### src/rtl/spi_rr_arbiter.sv
// Round-robin arbiter multiplexing NREQ requesters onto one tagged val/rdy send
// channel, with tag-routed responses and per-requester outstanding-message limits.
module spi_rr_arbiter #(
  parameter  int NREQ    = 4,
  parameter  int MSG_W   = 20,
  parameter  int MAX_OUT = 2,
  localparam int TAG_W   = $clog2(NREQ)
) (
  input  logic                    clk,
  input  logic                    reset,
  input  logic [NREQ*MSG_W-1:0]   req_msg,
  input  logic [NREQ-1:0]         req_val,
  output logic [NREQ-1:0]         req_rdy,
  output logic [TAG_W+MSG_W-1:0]  send_msg,
  output logic                    send_val,
  input  logic                    send_rdy,
  input  logic [TAG_W+MSG_W-1:0]  recv_msg,
  input  logic                    recv_val,
  output logic                    recv_rdy,
  output logic [MSG_W-1:0]        resp_msg,
  output logic [NREQ-1:0]         resp_val,
  input  logic [NREQ-1:0]         resp_rdy,
  output logic                    err_unexp
);

  localparam int CNT_W = $clog2(MAX_OUT + 1);
  localparam logic [CNT_W-1:0] MAX_CNT  = CNT_W'(MAX_OUT);
  localparam logic [TAG_W:0]   NREQ_EXT = (TAG_W+1)'(NREQ);

  typedef enum logic {IDLE = 1'b0, HOLD = 1'b1} state_t;

  state_t           state;
  logic [TAG_W-1:0] ptr;
  logic [CNT_W-1:0] out_cnt [NREQ];

  logic [NREQ-1:0]  eligible;
  logic [NREQ-1:0]  route_hit;
  logic [NREQ-1:0]  cnt_inc;
  logic [NREQ-1:0]  cnt_dec;
  logic             grant_found;
  logic [TAG_W-1:0] grant_idx;
  logic [TAG_W-1:0] cand;
  logic [TAG_W:0]   cand_sum;
  logic [TAG_W-1:0] send_tag;
  logic [TAG_W-1:0] recv_tag;
  logic             accept;
  logic             send_fire;
  logic             unexp;

  assign send_val  = (state == HOLD);
  assign send_fire = send_val && send_rdy;
  assign send_tag  = send_msg[MSG_W +: TAG_W];
  assign recv_tag  = recv_msg[MSG_W +: TAG_W];
  assign resp_msg  = recv_msg[MSG_W-1:0];

  // A tag matching no lane, or a lane with nothing in flight, leaves route_hit empty.
  always_comb begin
    for (int i = 0; i < NREQ; i++) begin
      eligible[i]  = req_val[i] && (out_cnt[i] < MAX_CNT);
      route_hit[i] = (recv_tag == TAG_W'(i)) && (out_cnt[i] != '0);
      cnt_inc[i]   = send_fire && (send_tag == TAG_W'(i));
      cnt_dec[i]   = recv_val && route_hit[i] && resp_rdy[i];
    end
  end

  assign resp_val = {NREQ{recv_val}} & route_hit;
  assign recv_rdy = (|route_hit) ? |(route_hit & resp_rdy) : 1'b1;
  assign unexp    = recv_val && !(|route_hit);

  // Rotating search starting at ptr; the sum never exceeds 2*NREQ-2, so one
  // conditional subtraction implements the modulo.
  // NOTE: every variable written here gets a default first so no latch is inferred.
  always_comb begin
    grant_found = 1'b0;
    grant_idx   = '0;
    cand        = '0;
    cand_sum    = '0;
    for (int k = 0; k < NREQ; k++) begin
      cand_sum = {1'b0, ptr} + (TAG_W+1)'(k);
      if (cand_sum >= NREQ_EXT) cand_sum = cand_sum - NREQ_EXT;
      cand = cand_sum[TAG_W-1:0];
      if (!grant_found && eligible[cand]) begin
        grant_found = 1'b1;
        grant_idx   = cand;
      end
    end
  end

  assign accept = (state == IDLE) && grant_found;

  always_comb begin
    req_rdy = '0;
    if (accept) req_rdy[grant_idx] = 1'b1;
  end

  // NOTE: sequential state uses non-blocking assignments so all registers update together.
  always_ff @(posedge clk or negedge reset) begin
    if (!reset) begin
      state     <= IDLE;
      ptr       <= '0;
      send_msg  <= '0;
      err_unexp <= 1'b0;
    end else begin
      case (state)
        IDLE: if (accept) begin
          send_msg <= {grant_idx, req_msg[grant_idx*MSG_W +: MSG_W]};
          ptr      <= (grant_idx == TAG_W'(NREQ - 1)) ? '0 : grant_idx + TAG_W'(1);
          state    <= HOLD;
        end
        HOLD: if (send_rdy) state <= IDLE;
        default: state <= IDLE;
      endcase
      if (unexp) err_unexp <= 1'b1;
    end
  end

  // Simultaneous send and response on one lane cancel out.
  always_ff @(posedge clk or negedge reset) begin
    if (!reset) begin
      for (int i = 0; i < NREQ; i++) out_cnt[i] <= '0;
    end else begin
      for (int i = 0; i < NREQ; i++) begin
        if (cnt_inc[i] && !cnt_dec[i])      out_cnt[i] <= out_cnt[i] + CNT_W'(1);
        else if (cnt_dec[i] && !cnt_inc[i]) out_cnt[i] <= out_cnt[i] - CNT_W'(1);
      end
    end
  end

endmodule

### config.mk
export PLATFORM = sky130hd
export DESIGN_NAME = spi_rr_arbiter
export DESIGN_NICKNAME = d
export VERILOG_FILES = /design/src/rtl/spi_rr_arbiter.sv
export SDC_FILE = /design/constraint.sdc
export NUM_CORES = 1
export LEC_CHECK = 0
export CORE_UTILIZATION = 32
export CTS_CLUSTER_SIZE = 8
export DETAILED_ROUTE_END_ITERATION = 16
export PLACE_DENSITY = 0.88
export SLEW_MARGIN = 20
export SYNTH_ARGS = -nofsm -noshare
export SYNTH_HDL_FRONTEND = slang
export SYNTH_SLANG_ARGS = --single-unit
### constraint.sdc
create_clock -name clk -period 1.9 [get_ports clk]
set_input_delay 0.38 -clock clk [delete_from_list [all_inputs] [get_ports clk]]
set_output_delay 0.38 -clock clk [all_outputs]
set_load 0.01 [all_outputs]
==> impl_metrics.json, run 1 <==
{
  "drc_errors": 0,
  "timing.hold.ws_ps": 183.8,
  "cp_data_arrival_time_ps": 1760,
  "cts_root_buf": "clkbuf_8",
  "synth_area_leader_cell": "dfrtp_1",
  "cp_top_family": "simple AND/OR/NAND/NOR gates",
  "syn-cell-area_um2": 2342,
  "routed_wl_mm": 7.843,
  "wl_per_cell_um": 16.58,
  "cts_made_buffers": 5,
  "clk_pin_slew_worst_paths_ps": 70,
  "mostFrequentLayoutCell": "clkdlybuf4s50_1",
  "numPortBuffers": 126,
  "peakVddDrop_uv": 536.3,
  "synth_area_leaders": "dfrtp_1, mux2i_1, o221ai_1, buf_4, nand2_1",
  "seq_area_frac_synth_pct": 36.32,
  "grt_pass1_vias": 2322,
  "cts_max_level": 2,
  "critical_path.max_stage_delay_ps": 430,
  "io_pins": 167,
  "post_dp_cell_area_um2": 3720,
  "maxSlewHeadroom_pct": 46.27,
  "yosys_warnings": 0,
  "gr-total-overflow": 0,
  "period_share_pct": 112.7,
  "dr.pass1.iters": 4,
  "crit_chain": "and3b_2 > nor3b_2 > o22a_4 > ha_4 > and2_4 > buf_6",
  "antenna_found_initial": 0,
  "gp_congestion": 0.8364,
  "die_area_um2": 7666,
  "synth.avg_cell_area_um2": 10.14,
  "ys_ff_latch": 34,
  "dr.first_iter.drc_count": 84,
  "final_cell_area_um2": 4135,
  "antenna_left": 0,
  "drive_above_1_share_pct": 25.46,
  "via_per_inst": 4.937,
  "final_util_pct": 59.55,
  "initial_core_util_pct": 33.73,
  "finalCriticalPeriod_ps": 2142,
  "insertion_delay_ps": 280,
  "core_um2": 6944,
  "grt_pass1_wl_mm": 11.04,
  "fp.dieW_um": 87.56,
  "fillers": 562,
  "die_h_um": 87.56,
  "hp-class": "input pin to asynchronous set/reset pin",
  "skew_ps": 6.547,
  "status": "finished with violations",
  "cap_violations": 0,
  "cp_slowest_cell": "dfrtp_1",
  "area_growth_pct": 76.55,
  "tritoncts": "yes",
  "cp_data_required_time_ps": 1520,
  "route.vias.total": 2335,
  "power_density_nw_per_um2": 1361,
  "finalHoldViolations": 0,
  "worst_pin_slew_ps": 806.0,
  "crit_fanout": 5,
  "syn-instance-count": 231,
  "startpoint": "out_cnt[7]",
  "setup_viol": 8,
  "grt_usage_pct": 18.72,
  "crit_buf_inv": 1,
  "startpoint_type": "flop",
  "r2r-start": "out_cnt[7]",
  "grt_max_degree": 35,
  "syn_nets": 350,
  "layout_common_cells": "clkdlybuf4s50_1, buf_4, nand2_1, mux2i_1, dfrtp_1",
  "crit_path_end_kind": "output port",
  "nets": 496,
  "ys_types": 40,
  "rsz0062_at_grt": "yes",
  "diodes": 0,
  "critPathKind": "flop to output port",
  "synth_top_area_share_pct": 36.32,
  "p_leak_uw": 0.001847,
  "fp-row-count": 30,
  "clock.fmax_ghz": 0.4668,
  "setup_slack_ps": -242.1,
  "hpwl_mm": 5.536,
  "total_power_uw": 5628,
  "cts_sinks": 34,
  "failed_checks": "setup timing",
  "cts_buffer_depth": 2,
  "slew_viol_final": 0
}
-- Yosys cell counts --
master	n
a21o_1	1
and2b_1	1
nor2_1	10
nand2b_2	1
a22o_1	1
o211a_1	1
nand4_1	1
buf_4	20
a21oi_1	3
nand2_2	1
buf_12	3
nor3b_1	4
nand2b_4	2
o21ai_0	3
o21ai_1	1
or2_2	1
o311ai_1	1
mux2i_1	40
and2_1	3
nand2b_1	3
or3_1	1
nand2_1	33
ha_1	5
and3_1	1
xor2_1	7
xnor2_1	5
inv_1	3
o211ai_1	1
and3b_1	1
o2111ai_1	1
buf_2	4
nand3_1	1
clkbuf_1	1
buf_6	3
buf_8	1
nor3_1	5
dfrtp_1	34
o221ai_1	20
o22a_2	1
o21a_1	2
-- area by class of cell --
cell class | instances | area (µm²) | share of cell area, %
Timing Repair Buffer | 171 | 1670 | 40.39
Multi-Input combinational cell | 162 | 1403 | 33.92
Sequential cell | 34 | 852.1 | 20.61
Tap cell | 96 | 120.1 | 2.905
Clock buffer | 5 | 68.82 | 1.664
Inverter | 3 | 11.26 | 0.2723
Clock inverter | 2 | 10.01 | 0.2421
-- worst paths after layout --
check | endpoint | slack, ps | depth (start not counted)
setup / recovery | req_rdy[3] | -240 | 6
hold / removal | err_unexp | 180 | 1
setup reg to reg | send_msg[1] | -80 | 7
hold reg to reg | err_unexp | 460 | 1
max in group asynchronous | ptr[1] | 1150 | 1
min in group clk | err_unexp | 460 | 1
-- metal layers --
metal / GRT usage (%) / vias to the layer above / share of wire [%] / wire, µm
met5: 0 / - / 0 / 0
met4: 5.514 / 0 / 1.5 / 119
met3: 3.487 / 14 / 4.6 / 361
met2: 33.95 / 81 / 54 / 4273
met1: 22.50 / 1137 / 39 / 3088
li1: - / 1103 / - / -
-- power by group --
| group | switching, µW | internal (µW) |
|---|---|---|
| registers | 255 | 1080 |
| logic | 1640 | 2140 |
| clock network | 262 | 246 |
| total | 2160 | 3470 |
-- metrics by stage --
step,cells,setup slack [ps],TNS [ps]
final,473,-242.1,-1171
after global routing,473,-327.7,-2695
after CTS,463,-206.6,-933.5
after detailed placement,452,-817.6,-19930
after global placement,452,-761.7,-17350
after floorplan,231,28.40,0
-- registers in the layout (all words and copies together), names as in the netlist --
signal,flops
out_cnt,8
ptr,2
send_val,1
send_msg,22
err_unexp,1
-- cell families (layout without fill, tap and decap cells) --
kind of cell	count (synthesis)	in the layout	synth area share [%]
xor gates and xnor gates	12	12	4.487
adders and majority gates	5	5	2.671
and+or+nand+nor	69	69	14.64
muxes	40	40	17.09
AOI/OAI and AO/OA	36	36	12.23
buffers and inverters	35	181	12.55
DFF	34	34	36.32
-- what timing repair did --
item                       4_1_cts  5_1_grt
cloned                           0        3
hold buffers                     0        0
gates resized for setup         54       33
pin swaps                        6       15
setup buffers                    4        7
setup endpoints to repair       35       28
(Power assumes the default switching activity.)
==> run 2, diff against run 1 <==
Settings changed: GPL_ROUTABILITY_DRIVEN from default to 0, TNS_END_PERCENT from default to 20.
==> impl_metrics.json, run 2 (same netlist as run 1, synthesis figures left out) <==
{
  "failed_checks": "setup timing",
  "clock.fmax_ghz": 0.4685,
  "total_power_uw": 5242,
  "antenna_found_initial": 0,
  "cts_sinks": 34,
  "skew_ps": 7.039,
  "area_growth_pct": 69.50,
  "insertion_delay_ps": 280,
  "dp_cells": 452,
  "cts_max_level": 2,
  "hp-class": "input pin to asynchronous set/reset pin",
  "die_area_um2": 7666,
  "core_um2": 6944,
  "fp-row-count": 30,
  "layout_common_cells": "clkdlybuf4s50_1, mux2i_1, nand2_1, dfrtp_1, buf_4",
  "finalNonFillerCells": 467,
  "setup_slack_ps": -234.3,
  "cts_root_buf": "clkbuf_8",
  "post_dp_cell_area_um2": 3720,
  "largest_reg_flops": 22,
  "worst_pin_slew_ps": 813.2,
  "final_cell_area_um2": 3970,
  "cts_made_buffers": 5,
  "initial_core_util_pct": 33.73,
  "numPortBuffers": 126,
  "routed_wl_mm": 7.317,
  "fp.dieW_um": 87.56,
  "finalHoldViolations": 0,
  "grt_pass1_vias": 2322,
  "clk_pin_slew_worst_paths_ps": 60,
  "cp_data_required_time_ps": 1520,
  "nets": 490,
  "final_util_pct": 57.17,
  "critPathKind": "flop to output port",
  "p_leak_uw": 0.001802,
  "max_flop_register": "send_msg",
  "rsz0062_at_grt": "yes",
  "dr.pass1.iters": 4,
  "period_share_pct": 112.3,
  "slew_viol_final": 0,
  "hpwl_mm": 5.536,
  "wl_per_cell_um": 15.67,
  "setup_viol": 20,
  "cts_buffer_depth": 2,
  "crit_fanout": 5,
  "crit_path_end_kind": "output port",
  "fillers": 593,
  "power_density_nw_per_um2": 1320,
  "maxSlewHeadroom_pct": 45.79,
  "reg_top3": "send_msg: 22 flops, out_cnt: 8 flops, ptr: 2 flops",
  "antenna_left": 0,
  "drc_errors": 0,
  "diodes": 0,
  "die_h_um": 87.56,
  "peakVddDrop_uv": 542.5,
  "via_per_inst": 4.899,
  "dr.first_iter.drc_count": 88,
  "cp_data_arrival_time_ps": 1750,
  "grt_usage_pct": 18.72,
  "grt_pass1_wl_mm": 11.04,
  "tns_ps": -1259,
  "gr-total-overflow": 0,
  "drive_above_1_share_pct": 21.29,
  "cap_violations": 0,
  "grt_max_degree": 35,
  "status": "finished with violations",
  "route.vias.total": 2288,
  "finalCriticalPeriod_ps": 2134,
  "tritoncts": "yes",
  "mostFrequentLayoutCell": "clkdlybuf4s50_1",
  "io_pins": 167,
  "startpoint_type": "flop"
}
-- run 2: path summary, 6_finish.rpt --
kind / start / endpoint / slack, ps / depth (start not counted)
hold / removal: reset / err_unexp / 190 / 1
setup / recovery: out_cnt[7] / req_rdy[3] / -230 / 6
hold reg to reg: err_unexp / err_unexp / 460 / 1
min in group clk: err_unexp / err_unexp / 460 / 1
max in group asynchronous: reset / ptr[1] / 1140 / 1
setup reg to reg: out_cnt[7] / send_msg[9] / -60 / 7
-- run 2: worst max-delay path, stage by stage, from the launching register on --
cell and delay (ps):
dfrtp_1 420, and3b_2 260, nor3b_2 240, o22a_4 220, ha_4 130, and2_4 120, buf_6 90
-- run 2: layout make-up --
cell class	instances	area (µm²)	share of cell area (%)
flip-flops and latches	34	852.1	21.46
inverters	3	11.26	0.2836
multi-input cells	162	1339	33.72
clock buffers	5	68.82	1.733
well taps	96	120.1	3.026
repair buffers	165	1569	39.52
clock inverters	2	10.01	0.2521
-- run 2: per-layer routing --
metal / global-route usage (%) / share of wire, % / wire, µm / up-vias
li1: - / - / - / 1092
met1: 22.50 / 39 / 2853 / 1110
met2: 33.95 / 55 / 4028 / 74
met3: 3.487 / 4.6 / 338 / 12
met4: 5.514 / 1.3 / 96 / 0
met5: 0 / 0 / 0 / -
-- run 2: per-stage QoR --
stage	worst slack, ps	hold slack [ps]
after detailed placement	-817.6	445.8
after CTS	-206.6	222.4
after global placement	-761.7	437.5
after global routing	-302.2	241.0
after floorplan	28.40	84.41
final	-234.3	188.3
-- run 2: what timing repair did --
action / CTS / global route
resized for setup: 54 / 15
hold buffers: 0 / 0
buffers inserted: 4 / 4
pin swaps: 6 / 3
endpoints found under the setup margin: 35 / 28
-- run 2: power by group --
group          switching (µW)  internal (µW)
registers                 251           1080
clock network             263            246
logic                    1510           1890
total                    2020           3220
==> run 3, diff against run 2 <==
Settings changed: TNS_END_PERCENT 20 to default.
==> results of run 3 <==
Final layout, timing and power as in run 1 (identical DEF).
